===== src/rtl/seeded_tile_pkg.sv =====
// Shared state encoding and LEN-generic one-hot helpers for the seeded_tile solver cell.
package tile_pkg;

   localparam int MAXW = 64;

   typedef enum logic [5:0] {
      ST_WAITING = 6'b000001,
      ST_INCRIDX = 6'b000010,
      ST_RQBIAS  = 6'b000100,
      ST_CHECK   = 6'b001000,
      ST_PASSFWD = 6'b010000,
      ST_PASSBAK = 6'b100000
   } tile_state_e;

   // Rotate the low w bits of v up by one, wrapping bit w-1 back to bit 0.
   function automatic logic [MAXW-1:0] onehot_rotl(input logic [MAXW-1:0] v, input int w);
      logic [MAXW-1:0] mask;
      mask = (MAXW'(1) << w) - MAXW'(1);
      return ((v << 1) | (MAXW'(1) & (v >> (w - 1)))) & mask;
   endfunction

   function automatic logic is_onehot0(input logic [MAXW-1:0] v);
      return (v & (v - MAXW'(1))) == '0;
   endfunction

endpackage


===== src/rtl/seeded_tile_if.sv =====
// Bias handshake between a grid cell (master) and its row-bias block (slave).
interface seeded_tile_if #(parameter int LEN = 9);

   logic           rq_valtotry;
   logic [LEN-1:0] biasidx;
   logic           valtotry_vld;
   logic [LEN-1:0] valtotry;
   logic [LEN-1:0] valcannotbe;

   modport master (
      output rq_valtotry, biasidx,
      input  valtotry_vld, valtotry, valcannotbe
   );

   modport slave (
      input  rq_valtotry, biasidx,
      output valtotry_vld, valtotry, valcannotbe
   );

endinterface


===== src/rtl/seeded_tile.sv =====
// One solver-chain grid cell: walks a one-hot bias index, requests candidates and passes control on.
// Optional attempt counter enabled by defining SEEDED_TILE_TRYCOUNT_EN.
module seeded_tile
   import tile_pkg::*;
#(
   parameter int LEN  = 9,
   parameter int TRYW = 8
)
(
   input  logic            clock,
   input  logic            reset,
   input  logic            myturn,
   input  logic            enter_bak,
   input  logic            seed_we,
   input  logic [LEN-1:0]  seed,
   seeded_tile_if.master   bias,
   output logic            passfwd,
   output logic            passbak,
   output logic [LEN-1:0]  value,
   output logic            locked
`ifdef SEEDED_TILE_TRYCOUNT_EN
   ,
   output logic [TRYW-1:0] trycount
`endif
);

   localparam int IDXW = LEN + 1;
   typedef logic [IDXW-1:0] idx_t;
   localparam idx_t IDX_SENTINEL = {1'b1, {LEN{1'b0}}};

   if (TRYW < 1) begin : g_tryw_check
      $error("seeded_tile: TRYW must be at least 1");
   end

   tile_state_e    state_q, state_d;
   idx_t           index_q, index_d;
   logic [LEN-1:0] value_q, value_d;
   logic [LEN-1:0] capt_q,  capt_d;
   logic           locked_q, locked_d;
`ifdef SEEDED_TILE_TRYCOUNT_EN
   logic [TRYW-1:0] try_q, try_d;
`endif

   idx_t rotIdx;
   logic accept;

   assign rotIdx = idx_t'(onehot_rotl(MAXW'(index_q), IDXW));

   // A malformed multi-hot reply is rejected just like a neighbour conflict.
   assign accept = (|capt_q) && is_onehot0(MAXW'(capt_q)) && ((capt_q & bias.valcannotbe) == '0);

   always_comb begin
      state_d  = state_q;
      index_d  = index_q;
      value_d  = value_q;
      capt_d   = capt_q;
      locked_d = locked_q;
`ifdef SEEDED_TILE_TRYCOUNT_EN
      try_d    = try_q;
`endif
      case (state_q)
         ST_WAITING: begin
            if (seed_we) begin
               value_d  = seed;
               locked_d = |seed;
               index_d  = IDX_SENTINEL;
            end else if (myturn) begin
               if (locked_q) begin
                  state_d = enter_bak ? ST_PASSBAK : ST_PASSFWD;
               end else begin
                  value_d = '0;
                  if (!enter_bak) begin
                     index_d = IDX_SENTINEL;
`ifdef SEEDED_TILE_TRYCOUNT_EN
                     try_d   = '0;
`endif
                  end
                  state_d = ST_INCRIDX;
               end
            end
         end
         ST_INCRIDX: begin
            index_d = rotIdx;
            state_d = (rotIdx == IDX_SENTINEL) ? ST_PASSBAK : ST_RQBIAS;
         end
         ST_RQBIAS: begin
            if (bias.valtotry_vld) begin
               capt_d  = bias.valtotry;
`ifdef SEEDED_TILE_TRYCOUNT_EN
               try_d   = (try_q == '1) ? try_q : try_q + TRYW'(1);
`endif
               state_d = ST_CHECK;
            end
         end
         ST_CHECK: begin
            if (accept) begin
               value_d = capt_q;
               state_d = ST_PASSFWD;
            end else begin
               state_d = ST_INCRIDX;
            end
         end
         ST_PASSFWD, ST_PASSBAK: state_d = ST_WAITING;
         default:                state_d = ST_WAITING;
      endcase
   end

   always_ff @(posedge clock or negedge reset) begin
      if (!reset) begin
         state_q  <= ST_WAITING;
         index_q  <= IDX_SENTINEL;
         value_q  <= '0;
         capt_q   <= '0;
         locked_q <= 1'b0;
`ifdef SEEDED_TILE_TRYCOUNT_EN
         try_q    <= '0;
`endif
      end else begin
         state_q  <= state_d;
         index_q  <= index_d;
         value_q  <= value_d;
         capt_q   <= capt_d;
         locked_q <= locked_d;
`ifdef SEEDED_TILE_TRYCOUNT_EN
         try_q    <= try_d;
`endif
      end
   end

   assign bias.rq_valtotry = (state_q == ST_RQBIAS);
   assign bias.biasidx     = (state_q == ST_RQBIAS) ? index_q[LEN-1:0] : '0;
   assign passfwd          = (state_q == ST_PASSFWD);
   assign passbak          = (state_q == ST_PASSBAK);
   assign value            = value_q;
   assign locked           = locked_q;
`ifdef SEEDED_TILE_TRYCOUNT_EN
   assign trycount         = try_q;
`endif

endmodule

===== src/flat_wrapper.sv =====
// flat-port wrapper written by rule: the top's interface ports become plain ports
module seeded_tile_flat import tile_pkg::*;
#(
   parameter int LEN  = 9,
   parameter int TRYW = 8
)
  (clock, reset, myturn, enter_bak, seed_we, seed, passfwd, passbak, value, locked, bias_rq_valtotry, bias_biasidx, bias_valtotry_vld, bias_valtotry, bias_valcannotbe);
  seeded_tile_if #(.LEN(LEN)) bias_i ();
  input  logic clock;
  input  logic reset;
  input  logic myturn;
  input  logic enter_bak;
  input  logic seed_we;
  input  logic [LEN-1:0] seed;
  output logic passfwd;
  output logic passbak;
  output logic [LEN-1:0] value;
  output logic locked;
  output wire logic [$bits(bias_i.rq_valtotry)-1:0] bias_rq_valtotry;
  output wire logic [$bits(bias_i.biasidx)-1:0] bias_biasidx;
  input wire logic [$bits(bias_i.valtotry_vld)-1:0] bias_valtotry_vld;
  input wire logic [$bits(bias_i.valtotry)-1:0] bias_valtotry;
  input wire logic [$bits(bias_i.valcannotbe)-1:0] bias_valcannotbe;
  assign bias_rq_valtotry = bias_i.rq_valtotry;
  assign bias_biasidx = bias_i.biasidx;
  assign bias_i.valtotry_vld = bias_valtotry_vld;
  assign bias_i.valtotry = bias_valtotry;
  assign bias_i.valcannotbe = bias_valcannotbe;
  seeded_tile #(.LEN(LEN), .TRYW(TRYW)) u_core (.clock(clock), .reset(reset), .myturn(myturn), .enter_bak(enter_bak), .seed_we(seed_we), .seed(seed), .bias(bias_i), .passfwd(passfwd), .passbak(passbak), .value(value), .locked(locked));
endmodule

===== config.mk =====
export PLATFORM = sky130hd
export DESIGN_NAME = seeded_tile_flat
export DESIGN_NICKNAME = d
export VERILOG_FILES = /design/src/rtl/seeded_tile_pkg.sv /design/src/rtl/seeded_tile_if.sv /design/src/rtl/seeded_tile.sv /design/src/flat_wrapper.sv
export SDC_FILE = /design/constraint.sdc
export NUM_CORES = 1
export LEC_CHECK = 0
export BUFFER_PORTS_ARGS = -buffer_cell sky130_fd_sc_hd__buf_2
export CORE_ASPECT_RATIO = 1.5
export CORE_MARGIN = 1.5
export CORE_UTILIZATION = 51
export CTS_BUF_LIST = sky130_fd_sc_hd__clkbuf_8 sky130_fd_sc_hd__clkbuf_16
export CTS_CLUSTER_DIAMETER = 200
export DETAILED_ROUTE_END_ITERATION = 10
export GPL_TIMING_DRIVEN = 1
export MAX_ROUTING_LAYER = met4
export PLACE_DENSITY = 0.76
export SETUP_SLACK_MARGIN = 0.15
export SLEW_MARGIN = 20
export SYNTH_ARGS = -nofsm -noshare
export SYNTH_HDL_FRONTEND = slang
export SYNTH_SLANG_ARGS = --single-unit

===== constraint.sdc =====
create_clock -name clock -period 2.65 [get_ports clock]
set_clock_uncertainty 0.15 [all_clocks]
set_input_delay 0 -clock clock [delete_from_list [all_inputs] [get_ports clock]]
set_output_delay 0 -clock clock [all_outputs]
set_load 0.01 [all_outputs]

==> summary.md <==
| Metric | Value |
|---|---|
| Status | `finished clean` |
| Total Routing Usage GR | `29.5%` |
| Count leader, synth | `dfrtp_1` |
| Register area share after synthesis | `47.4%` |
| RSZ-0062 raised after global routing | `no` |
| Largest family of logic cells by synthesized area | `compound AO/OA/AOI/OAI gates` |
| Max VDD drop | `0.673 mV` |
| Remaining Overflow, GRT | `0` |
| Chip width | `52.2 µm` |
| H-tree Lvls | `2` |
| Number of global-route vias before repair | `1942` |
| Synthesized area | `1850 µm²` |
| Fin Hold WS | `0.123 ns` |
| Power Total | `2480 µW` |
| Setup repair bufs after CTS | `0` |
| Mean number of vias per cell | `6.37` |
| Yosys reg bits | `35` |
| Clk root buf | `clkbuf_8` |
| Clock-pin slew on the worst setup and hold paths | `0.07 ns` |
| ANT nets after route | `0` |
| First-pass GRT wire length | `8700 µm` |
| Syn Area/Cell | `10.3 µm²` |
| Static leakage | `0.00116 µW` |
| Synth top cells by count | `33 x dfrtp_1, 19 x o211ai_1, 15 x nand2_1` |
| Post-synth cell types | `41` |
| CP peak stage delay | `0.46 ns` |
| Crit path time final | `2.42 ns` |
| Arrival time at the worst endpoint | `2.46 ns` |
| CP Capture Type | `flop` |
| Drt drc | `0` |
| Post-synth top area cell | `dfrtp_1` |
| Mux share of post-synthesis cell area | `6.01%` |
| CTS tree | `done` |
| Post-synthesis compound-gate area fraction | `24.4%` |
| Port buffer count | `54` |
| GPL Wtd Cong | `0.857` |
| Initial antenna violation count | `0` |
| Startpoint types | `flop` |
| Rel. slew slack | `46.6%` |
| Final Max Tran Viols | `0` |
| WL final | `5310 µm` |
| Num CTS Buffers | `5` |
| Mapped Cells | `180` |
| YS warnings | `0` |
| Hold Path Class | `primary input to flop` |
| Slowest cell on crit path | `dfrtp_1` |
| Boundary Pins | `55` |
| Worst Path Class, Setup | `flop to flop` |
| Clk buf depth | `2` |
| CP max FO | `12` |
| Pwr/cell area | `1000 nW/µm²` |
| Required @ worst endpoint | `2.69 ns` |
| Initial Util | `53.7%` |
| Syn-to-layout area delta | `33.2%` |
| 1st-iter DRT viols | `83` |
| Fmax | `0.414 GHz` |
| Largest net degree at the start of global routing | `36` |
| Synth Area in Adders | `0%` |
| # nets final | `289` |
| Maxcap violations | `0` |
| Floorplan row count | `26` |
| Final period util | `91.2%` |
| Placeable Area | `3450 µm²` |
| CTS Sinks | `35` |
| Post-synth EDFFs | `0` |
| Final hold vios | `0` |
| Top cells by area, synth | `dfrtp_1 45%, o211ai_1 7.7%, mux2_2 5.5%, a22oi_1 4.9%, a22o_1 3.8%` |
| Share of cells above drive strength 1 | `31.5%` |
| Die area | `4010 µm²` |
| Post-Synth Simple-Gate Area | `18.8%` |
| Final TNS setup | `0 ns` |
| Worst-Margin Slew | `0.801 ns` |
| Setup-failing EPs final | `0` |
| Critical-path cell list | `a2111oi_1, nand2b_1, a211o_1, or2_0, o211ai_1` |
| Antenna diode count | `0` |
| Clk_lat worst skew | `0.29 ns` |
| Via total after detailed routing | `1905` |
| DP Wirelength | `3660 µm` |
| Pre-antenna DRT Iters | `4` |
| Synth top area share | `44.6%` |
| Fraction of registers with async set/reset | `100%` |
| Mapped Nets | `213` |
| Post-Synth XOR/XNOR Area | `0%` |
| Die height | `76.8 µm` |
| Wire length per cell | `17.8 µm` |
| Main synth FF type | `dfrtp_1` |
[sequential cells by signal, indices dropped and copies added, names as in the netlist]
| register | cells |
|---|---|
| u_core.index_q | 10 |
| u_core.locked | 1 |
| u_core.value | 9 |
| u_core.state_q | 6 |
| u_core.capt_q | 9 |
[logic make-up after synthesis]
group / after synthesis
compound gates: 61
simple gates: 59
flops: 35
buf+inv: 15
mux: 10
[metal layers]
metal | track usage (%) | part of all wire (%)
met1 | 30.3 | 36
met2 | 52.9 | 57
met3 | 5.45 | 5.3
met4 | 12.3 | 2.5
met5 | - | 0
[worst paths after layout]
kind,from,endpoint,slack [ns],cells after the start
max,u_core.capt_q[7]$_DFFE_PN0P_,u_core.value[2]$_DFFE_PN0P_,0.23,5
min,myturn,u_core.state_q[1]$_DFFE_PN0P_,0.12,4
max reg2reg,u_core.capt_q[7]$_DFFE_PN0P_,u_core.value[2]$_DFFE_PN0P_,0.23,5
min reg2reg,u_core.index_q[9]$_DFFE_PN1P_,u_core.index_q[9]$_DFFE_PN1P_,0.35,2
max in group asynchronous,reset,u_core.value[8]$_DFFE_PN0P_,1.66,2
min in group asynchronous,reset,u_core.index_q[0]$_DFFE_PN0P_,0.18,2
[area by class of cell]
class / instances / area, µm²
Fill cell: 264 / 980
Multi-Input combinational cell: 130 / 917
Clock buffer: 6 / 82.6
Sequential cell: 35 / 878
Clock inverter: 2 / 8.76
Tap cell: 42 / 52.6
Inverter: 5 / 18.8
Timing Repair Buffer: 79 / 510
[placed cells by master, fill, tap and decap left out, drive strengths merged]
| cell | instances |
|---|---|
| o41ai | 1 |
| dfrtp | 33 |
| nand3b | 4 |
| or4 | 3 |
| a21bo | 1 |
| nand4 | 1 |
| or3 | 1 |
| or2 | 1 |
| a211oi | 1 |
| and4 | 1 |
| o21a | 1 |
| o41a | 1 |
| buf | 58 |
| a2111oi | 1 |
| o211ai | 19 |
| nor3 | 2 |
| nor4 | 8 |
| o21ai | 6 |
| nor2 | 7 |
| and2 | 9 |
| mux2 | 9 |
| a22o | 8 |
| nand2 | 15 |
| clkbuf | 6 |
| a22oi | 12 |
| a21boi | 1 |
| nand2b | 2 |
| o32a | 1 |
| a32oi | 1 |
| dfstp | 2 |
| nor3b | 5 |
| mux2i | 1 |
| o22ai | 1 |
| a211o | 1 |
| clkinv | 1 |
| a21oi | 5 |
| inv | 6 |
| dlygate4sd3 | 21 |
[report_power, final]
group / switching [µW] / internal [µW] / total (µW)
clock network: 191 / 206 / 396
registers: 215 / 711 / 927
logic: 658 / 499 / 1160
total: 1060 / 1420 / 2480
[per-stage QoR]
step	setup slack (ns)	util, %	instances	area (µm²)
2_1_floorplan	0.463	-	180	1850
3_3_place_gp	0.426	62.7	270	2160
3_5_place_dp	0.236	62.7	270	2160
4_1_cts	0.207	71.5	299	2460
5_1_grt	0.152	71.6	299	2470
6_report	0.233	71.6	299	2470
[worst max-delay path, delay by kind of cell (launching register included)]
family           cells  cell delay [ns]
AO/OA/AOI/OAI        3             1.16
flip-flops           1             0.46
AND/OR/NAND/NOR      2             0.55
[what timing repair did]
| action | in CTS | in global routing |
|---|---|---|
| hold endpoints to repair | 56 | 0 |
| endpoints found under the setup margin | 0 | 18 |
| hold buffers | 21 | 0 |
| resized for setup | 0 | 2 |
Note: power is estimated with default switching activity, not from simulation.
